===== src/rtl/fifo_stream_reader.sv =====
// Prefetching read adapter: turns a FIFO read port with latency 0, 1 or 2 into a valid/ready stream.
// Define FIFO_STREAM_READER_FLUSH_EN to add flush_i, which drops buffered and in-flight words.

module fifo_stream_reader_chk #(
    parameter int OCC_W     = 2,
    parameter int BUF_DEPTH = 3
) (
    input  logic             clk_i,
    input  logic             rst_i,
    input  logic             capture_i,
    input  logic [OCC_W-1:0] occupancy_i
);

    // The read credit must never let a returning word land in a full buffer
    a_no_overflow: assert property (
        @(posedge clk_i) disable iff (rst_i)
        !(capture_i && (occupancy_i == OCC_W'(BUF_DEPTH)))
    );

endmodule

module fifo_stream_reader #(
    parameter int WIDTH        = 8,
    parameter int READ_LATENCY = 1
) (
    input  logic                                clk_i,
    input  logic                                rst_i,
    input  logic                                fifo_empty_i,
    output logic                                fifo_rd_en_o,
    input  logic [WIDTH-1:0]                    fifo_rd_data_i,
    output logic                                out_valid_o,
    input  logic                                out_ready_i,
    output logic [WIDTH-1:0]                    out_data_o,
    output logic [$clog2(READ_LATENCY+3)-1:0]   occupancy_o
`ifdef FIFO_STREAM_READER_FLUSH_EN
    ,
    input  logic                                flush_i
`endif
);

    localparam int BUF_DEPTH = READ_LATENCY + 2;
    localparam int OCC_W     = $clog2(READ_LATENCY + 3);
    localparam int PTR_W     = $clog2(BUF_DEPTH);
    localparam int TRK_W     = (READ_LATENCY == 0) ? 1 : READ_LATENCY;
    localparam int SUM_W     = OCC_W + 1;

    function automatic logic [PTR_W-1:0] ptr_inc(input logic [PTR_W-1:0] ptr);
        if (ptr == PTR_W'(BUF_DEPTH - 1)) begin
            return '0;
        end else begin
            return ptr + PTR_W'(1);
        end
    endfunction

    logic             flush_s;
    logic [WIDTH-1:0] buf_q [BUF_DEPTH];
    logic [PTR_W-1:0] head_q, head_d;
    logic [PTR_W-1:0] tail_q, tail_d;
    logic [OCC_W-1:0] occ_q, occ_d;
    logic             valid_q;
    logic [TRK_W-1:0] trk_q, trk_d;
    logic [SUM_W-1:0] inflight_s;
    logic             credit_ok_s;
    logic             rd_en_s;
    logic             capture_s;
    logic             pop_s;

`ifdef FIFO_STREAM_READER_FLUSH_EN
    assign flush_s = flush_i;
`else
    assign flush_s = 1'b0;
`endif

    // Tracker stage i set means a word requested i+1 cycles ago is still on its way
    generate
        if (READ_LATENCY == 0) begin : g_trk_none
            assign trk_d     = 1'b0;
            assign capture_s = rd_en_s;
        end else if (READ_LATENCY == 1) begin : g_trk_one
            assign trk_d     = flush_s ? 1'b0 : rd_en_s;
            assign capture_s = trk_q[0];
        end else begin : g_trk_multi
            assign trk_d     = flush_s ? '0 : {trk_q[TRK_W-2:0], rd_en_s};
            assign capture_s = trk_q[TRK_W-1];
        end
    endgenerate

    // Count words already requested but not yet returned
    always_comb begin
        inflight_s = '0;
        for (int i = 0; i < TRK_W; i++) begin
            inflight_s = inflight_s + SUM_W'(trk_q[i]);
        end
    end

    // Reserve a slot for every in-flight word so a return can never overflow
    assign credit_ok_s = (({1'b0, occ_q} + inflight_s) < SUM_W'(BUF_DEPTH));
    assign rd_en_s     = !rst_i && !fifo_empty_i && !flush_s && credit_ok_s;
    assign pop_s       = valid_q && out_ready_i;

    // Pointer and occupancy next state; flush returns everything to empty
    always_comb begin
        head_d = head_q;
        tail_d = tail_q;
        occ_d  = occ_q;
        if (flush_s) begin
            head_d = '0;
            tail_d = '0;
            occ_d  = '0;
        end else begin
            if (capture_s) begin
                tail_d = ptr_inc(tail_q);
            end else begin
                tail_d = tail_q;
            end
            if (pop_s) begin
                head_d = ptr_inc(head_q);
            end else begin
                head_d = head_q;
            end
            case ({capture_s, pop_s})
                2'b10:   occ_d = occ_q + OCC_W'(1);
                2'b01:   occ_d = occ_q - OCC_W'(1);
                default: occ_d = occ_q;
            endcase
        end
    end

    // Control state; valid is precomputed from next occupancy so it leaves a flop
    always_ff @(posedge clk_i or posedge rst_i) begin
        if (rst_i) begin
            head_q  <= '0;
            tail_q  <= '0;
            occ_q   <= '0;
            valid_q <= 1'b0;
            trk_q   <= '0;
        end else begin
            head_q  <= head_d;
            tail_q  <= tail_d;
            occ_q   <= occ_d;
            valid_q <= (occ_d != '0);
            trk_q   <= trk_d;
        end
    end

    // Prefetch storage; a word returning during flush is discarded
    always_ff @(posedge clk_i or posedge rst_i) begin
        if (rst_i) begin
            for (int i = 0; i < BUF_DEPTH; i++) begin
                buf_q[i] <= '0;
            end
        end else if (capture_s && !flush_s) begin
            buf_q[tail_q] <= fifo_rd_data_i;
        end
    end

    assign fifo_rd_en_o = rd_en_s;
    assign out_valid_o  = valid_q;
    assign out_data_o   = buf_q[head_q];
    assign occupancy_o  = occ_q;

    fifo_stream_reader_chk #(
        .OCC_W     (OCC_W),
        .BUF_DEPTH (BUF_DEPTH)
    ) u_chk (
        .clk_i       (clk_i),
        .rst_i       (rst_i),
        .capture_i   (capture_s),
        .occupancy_i (occ_q)
    );

endmodule


===== config.mk =====
export PLATFORM = sky130hd
export DESIGN_NAME = fifo_stream_reader
export DESIGN_NICKNAME = d
export VERILOG_FILES = /design/src/rtl/fifo_stream_reader.sv
export SDC_FILE = /design/constraint.sdc
export NUM_CORES = 1
export LEC_CHECK = 0
export CORE_MARGIN = 10
export CORE_UTILIZATION = 56
export DETAILED_ROUTE_END_ITERATION = 12
export GPL_TIMING_DRIVEN = 0
export PLACE_DENSITY = 0.83
export REMOVE_ABC_BUFFERS = 1
export SETUP_SLACK_MARGIN = 0.05
export SLEW_MARGIN = 20
export SYNTH_ARGS = -nofsm -noshare
export SYNTH_HDL_FRONTEND = slang
export SYNTH_SLANG_ARGS = --single-unit

===== constraint.sdc =====
create_clock -name clk_i -period 2.4 [get_ports clk_i]
set_input_delay 0.48 -clock clk_i [delete_from_list [all_inputs] [get_ports clk_i]]
set_output_delay 0.48 -clock clk_i [all_outputs]
set_load 0.02 [all_outputs]

* After elaboration in Yosys (flattened, before gate mapping)
Cells that the tools add are included.
Word-level totals: bits in registers 32
Operators by class: add/subtract/negate cells 5, $lt $le $gt $ge 4, equal/unequal tests 4, muxes and demuxes 9, bitwise gates (word level) 2, reduce and logical (&&, ||, !) cells 7
Operators by type and width (number):
- $bwmux 24 | 1
- $mux 8 | 3
- $bmux 8 s2 | 1
- $demux 8 s2 | 1
- $add 2x1->2 const B | 3
- $eq 2x2->1 const B | 3
- $ge 3x3->1 const B | 2
- $not 2->3 | 2
- $logic_and 1x1->1 | 4
- $mux 2 | 2
- $pmux 2 s2 | 1
- $add 2x1->3 | 1
- $lt 3x1->1 const B | 1
- $lt 3x2->1 const B | 1
- $eq 2x1->1 const B | 1
- $logic_not 1->1 | 2
- $reduce_bool 2->1 | 1
- $sub 2x1->2 const B | 1

* Logic depth before layout (Yosys ltp)
word-level depth 6, depth in mapped cells 6

* Least setup slack after synthesis
Ideal clock, no wire load.
kind register to output, start point reg occ_q[0], in the netlist occupancy_o[0], end point out fifo_rd_en_o, arrival time 2.229 ns, data required time 1.920 ns, setup slack -0.309 ns, stages on the path, launching flop included 4, buffers on the path 0, path through dfrtp_1 ha_1 ha_1 a2111oi_0
On the way: longest elaborated chain between the ends 3
RTL lines:
- start: declaration | line 59 | logic [OCC_W-1:0] occ_q, occ_d;
- start signal: assignment | line 134 | occ_q <= '0;
- start signal: assignment | line 140 | occ_q <= occ_d;
- $add 2x1->3 | line 97 | assign credit_ok_s = (({1'b0, occ_q} + inflight_s) < SUM_W'(BUF_DEPTH));
- $lt 3x2->1 | line 97
- $logic_and 1x1->1 | line 98 | assign rd_en_s = !rst_i && !fifo_empty_i && !flush_s && credit_ok_s;
- end: declaration | line 29 | output logic fifo_rd_en_o,
Every way passes these cells.

* Worst setup path after layout
start point reg head_q[1], end point out out_data_o[3]
On the way: longest elaborated chain between the ends 4
RTL lines:
- start: declaration | line 57 | logic [PTR_W-1:0] head_q, head_d;
- start signal: assignment | line 132 | head_q <= '0;
- start signal: assignment | line 138 | head_q <= head_d;
- $not 2->3 (implied by the code) | line 159 | assign out_data_o = buf_q[head_q];
- $bmux 8 s2 | line 159
- $mux 8 (implied by the code) (2 in a row) | line 159
- end: declaration | line 33 | output logic [WIDTH-1:0] out_data_o,
Every way passes these cells. The select of a mux whose other input is x is not followed.

==> flow_summary_export.csv <==
group,metric,value,unit
synth,synth_compound_area_frac,0.0506,
global_route,use_met3,0.0530,
sta,hold_viol,0,
drt,drtIter0Drc,43,
finish,num-nets-final,152,
place,portBuffers,23,
sta,slew_headroom,0.465,
sta,setup_viol,0,
floorplan,fp.dieH,71.0,um
worst_setup_path,end_kind,"output port",
place,hpwlAfterDp,1.94,mm
synth,yosysSeqAreaShare,0.549,
global_route,antenna_found_initial,0,
clock_network,clockBufferDepth,2,
sta,tightest_slew,0.798,ns
sta,rsz0062_at_grt,"true",
place,place_area,0.00170,mm2
worst_setup_path,start_kind,"register",
floorplan,pin_count,24,
pwr,irDropWorstVdd,1060,uV
finish,n_antenna_cell,0,
drt,post_drt_via_cell_ratio,5.69,
drt,first_pass_iters,4,
global_route,grt_pass1_vias,993,
finish,drive_gt1_frac,0.312,
drt,drcViolationCount,0,
clock_network,htree_levels,2,
floorplan,core,0.00248,mm2
synth,netlist_instances,110,
pwr,p_leak,0.829,nW
clock_network,clk_pin_slew,0.09,ns
sta,slew_viol_final,0,
synth,yosys_warnings,0,
pwr,cellPowerDensity,1410,mW/mm2
worst_setup_path,cp_data_required_time,1.92,ns
job,cap_violations,0,
drt,ant_nets,0,
drt,vias,956,
clock_network,post-cts-setup-buffers,0,
worst_setup_path,cp_max_fo,12,
synth,synth_top_area_cell,"dfrtp_1",
synth,synthAdderAreaFrac,0.0257,
clock_network,cts_made_buffers,5,
run_status,status,"completed",
global_route,grt_pass1_wl,4.73,mm
global_route,use_met1,0.133,
clock_network,root_buffer,"clkbuf_4",
synth,synth_top_family_by_area,"multiplexers",
global_route,grt_max_degree,33,
synth,syn_avg_cell_area,13.3,um2
floorplan,die_w,71.0,um
floorplan,dieArea,0.00505,mm2
clock_network,clkSinkCount,32,
sta,fin_crit,2.38,ns
floorplan,initial_core_util,0.589,
global_route,use_met2,0.180,
synth,yosys.area_share.simple,0.0557,
clock_network,clock_latency,0.34,ns
drt,wirelength,2.87,mm
worst_setup_path,path_class,"register to output port",
drt,wl_per_cell,17.1,um
sta,setup_tns,0,ns
place,place_congestion,0.695,
pwr,power.total,2.58,mW
synth,synth_top_area_share,0.549,
floorplan,row_count,18,
synth,ys_ff_latch,32,
finish,post-route-cell-area,0.00183,mm2
synth,synth_mux_area_frac,0.268,
min_path,worstHoldPathType,"register to register",
global_route,grt_util_all_layers,0.118,
sta,fmax,420,MHz
synth,synthXorXnorAreaFrac,0.0240,
sta,fin_skew,0.00429,ns
worst_setup_path,arrival,1.90,ns
synth,yosys-top-cells-area,"dfrtp_1 55%, mux2_2 13%, mux2_4 8.2%, mux2i_1 5.5%, o21ai_0 3.1%",
sta,finalCritPeriodShare,0.993,
synth,ys_types,24,
clock_network,ctsHoldBuffers,0,
global_route,grt_busiest_layer,"met2",
finish,area_growth,25.1,%
synth,synth_area,0.00146,mm2
global_route,gr-total-overflow,0,
clock_network,cts_tree,"done",
## metrics by stage
stage	util	setup slack (ns)	hold slack, ns	instances
6_report	0.737	0.0174	0.514	168
5_1_grt	0.737	-0.0925	0.527	168
4_1_cts	0.728	-0.0129	0.515	168
3_5_place_dp	0.687	-0.211	0.494	159
3_3_place_gp	0.687	-0.204	0.486	159
2_1_floorplan	-	-0.309	0.479	106
## worst max-delay path, stage by stage (launching register included)
cell and delay, ns:
dfrtp_2 0.57, nor2b_4 0.23, nand2_1 0.07, o21ai_0 0.07, clkdlybuf4s50_1 0.62
## routing by layer
metal	part of all wire	wire length [um]	vias to the layer above
met5	0	0	-
met3	0.060	172	8
met2	0.46	1330	25
met1	0.45	1290	477
met4	0.024	68	0
li1	-	-	446
## path summary, 6_finish.rpt
path / startpoint / endpoint / slack [ns] / depth (start not counted)
min: buf_q[13] / buf_q[13] / 0.51 / 1
min in group asynchronous: rst_i / capture_s / 0.61 / 2
max reg2reg: capture_s / buf_q[22] / 0.79 / 3
max: head_q[1] / out_data_o[3] / 0.02 / 4
min reg2reg: buf_q[13] / buf_q[13] / 0.51 / 1
max in group asynchronous: rst_i / head_q[0] / 1.33 / 2
## cell type report
type	count	area, um2
Tap cell	30	37.5
Fill cell	173	652
Timing Repair Buffer	23	235
Clock buffer	8	58.8
Inverter	4	15.0
Multi-Input combinational cell	71	674
Sequential cell	32	805
## cell usage in the layout (no fill, tap or decap), drive strengths merged
cell type,Yosys,layout
dlymetal6s2s,0,3
nor3b,1,1
dfrtp,32,32
mux2i,8,8
nand3,1,1
o21ai,9,9
a21o,2,2
clkbuf,2,8
clkdlybuf4s50,0,19
buf,2,1
nor2,2,2
mux2,25,25
nand2,9,9
xnor2,3,3
a2111oi,1,1
nor3,2,2
or3,1,1
inv,4,4
a21oi,1,1
nor2b,1,2
xor2,1,1
ha,3,3
## power breakdown
part	total, mW	leakage [nW]	internal [mW]	switching [mW]
clock	0.323	0.0326	0.144	0.178
sequential	1.05	0.375	0.810	0.237
combinational	1.21	0.421	0.688	0.520
total	2.58	0.829	1.64	0.935
## sequential cells by signal (all words and copies together), names as in the netlist
| name | cells |
|---|---|
| capture_s | 1 |
| buf_q | 24 |
| tail_q | 2 |
| occupancy_o | 2 |
| out_valid_o | 1 |
| head_q | 2 |
## timing repair
item | in CTS | in global routing
gates resized for setup | 15 | 5
gates cloned | 1 | 0
endpoints found under the setup margin | 9 | 9
pin swaps | 1 | 1
## kinds of logic after synthesis
| kind of cell | Yosys count |
|---|---|
| mux | 33 |
| flops | 32 |
| simple gates | 17 |
| compound gates | 13 |
| buf+inv | 8 |
| xor+xnor | 4 |
| fa+ha+maj | 3 |
## cells in the mapped netlist
| master | instances |
|---|---|
| mux2_4 | 8 |
| mux2i_1 | 8 |
| nor3b_1 | 1 |
| dfrtp_1 | 32 |
| nand3_1 | 1 |
| nor2b_1 | 1 |
| inv_1 | 3 |
| xor2_1 | 1 |
| or3_1 | 1 |
| xnor2_1 | 3 |
| a21o_1 | 2 |
| nand2_1 | 9 |
| buf_6 | 1 |
| mux2_2 | 17 |
| nor3_1 | 1 |
| clkbuf_1 | 2 |
| a21oi_1 | 1 |
| ha_1 | 3 |
| a2111oi_0 | 1 |
| buf_2 | 1 |
| nor2_1 | 2 |
| nor3_2 | 1 |
| o21ai_0 | 9 |
| inv_2 | 1 |
(Power assumes the default switching activity.)
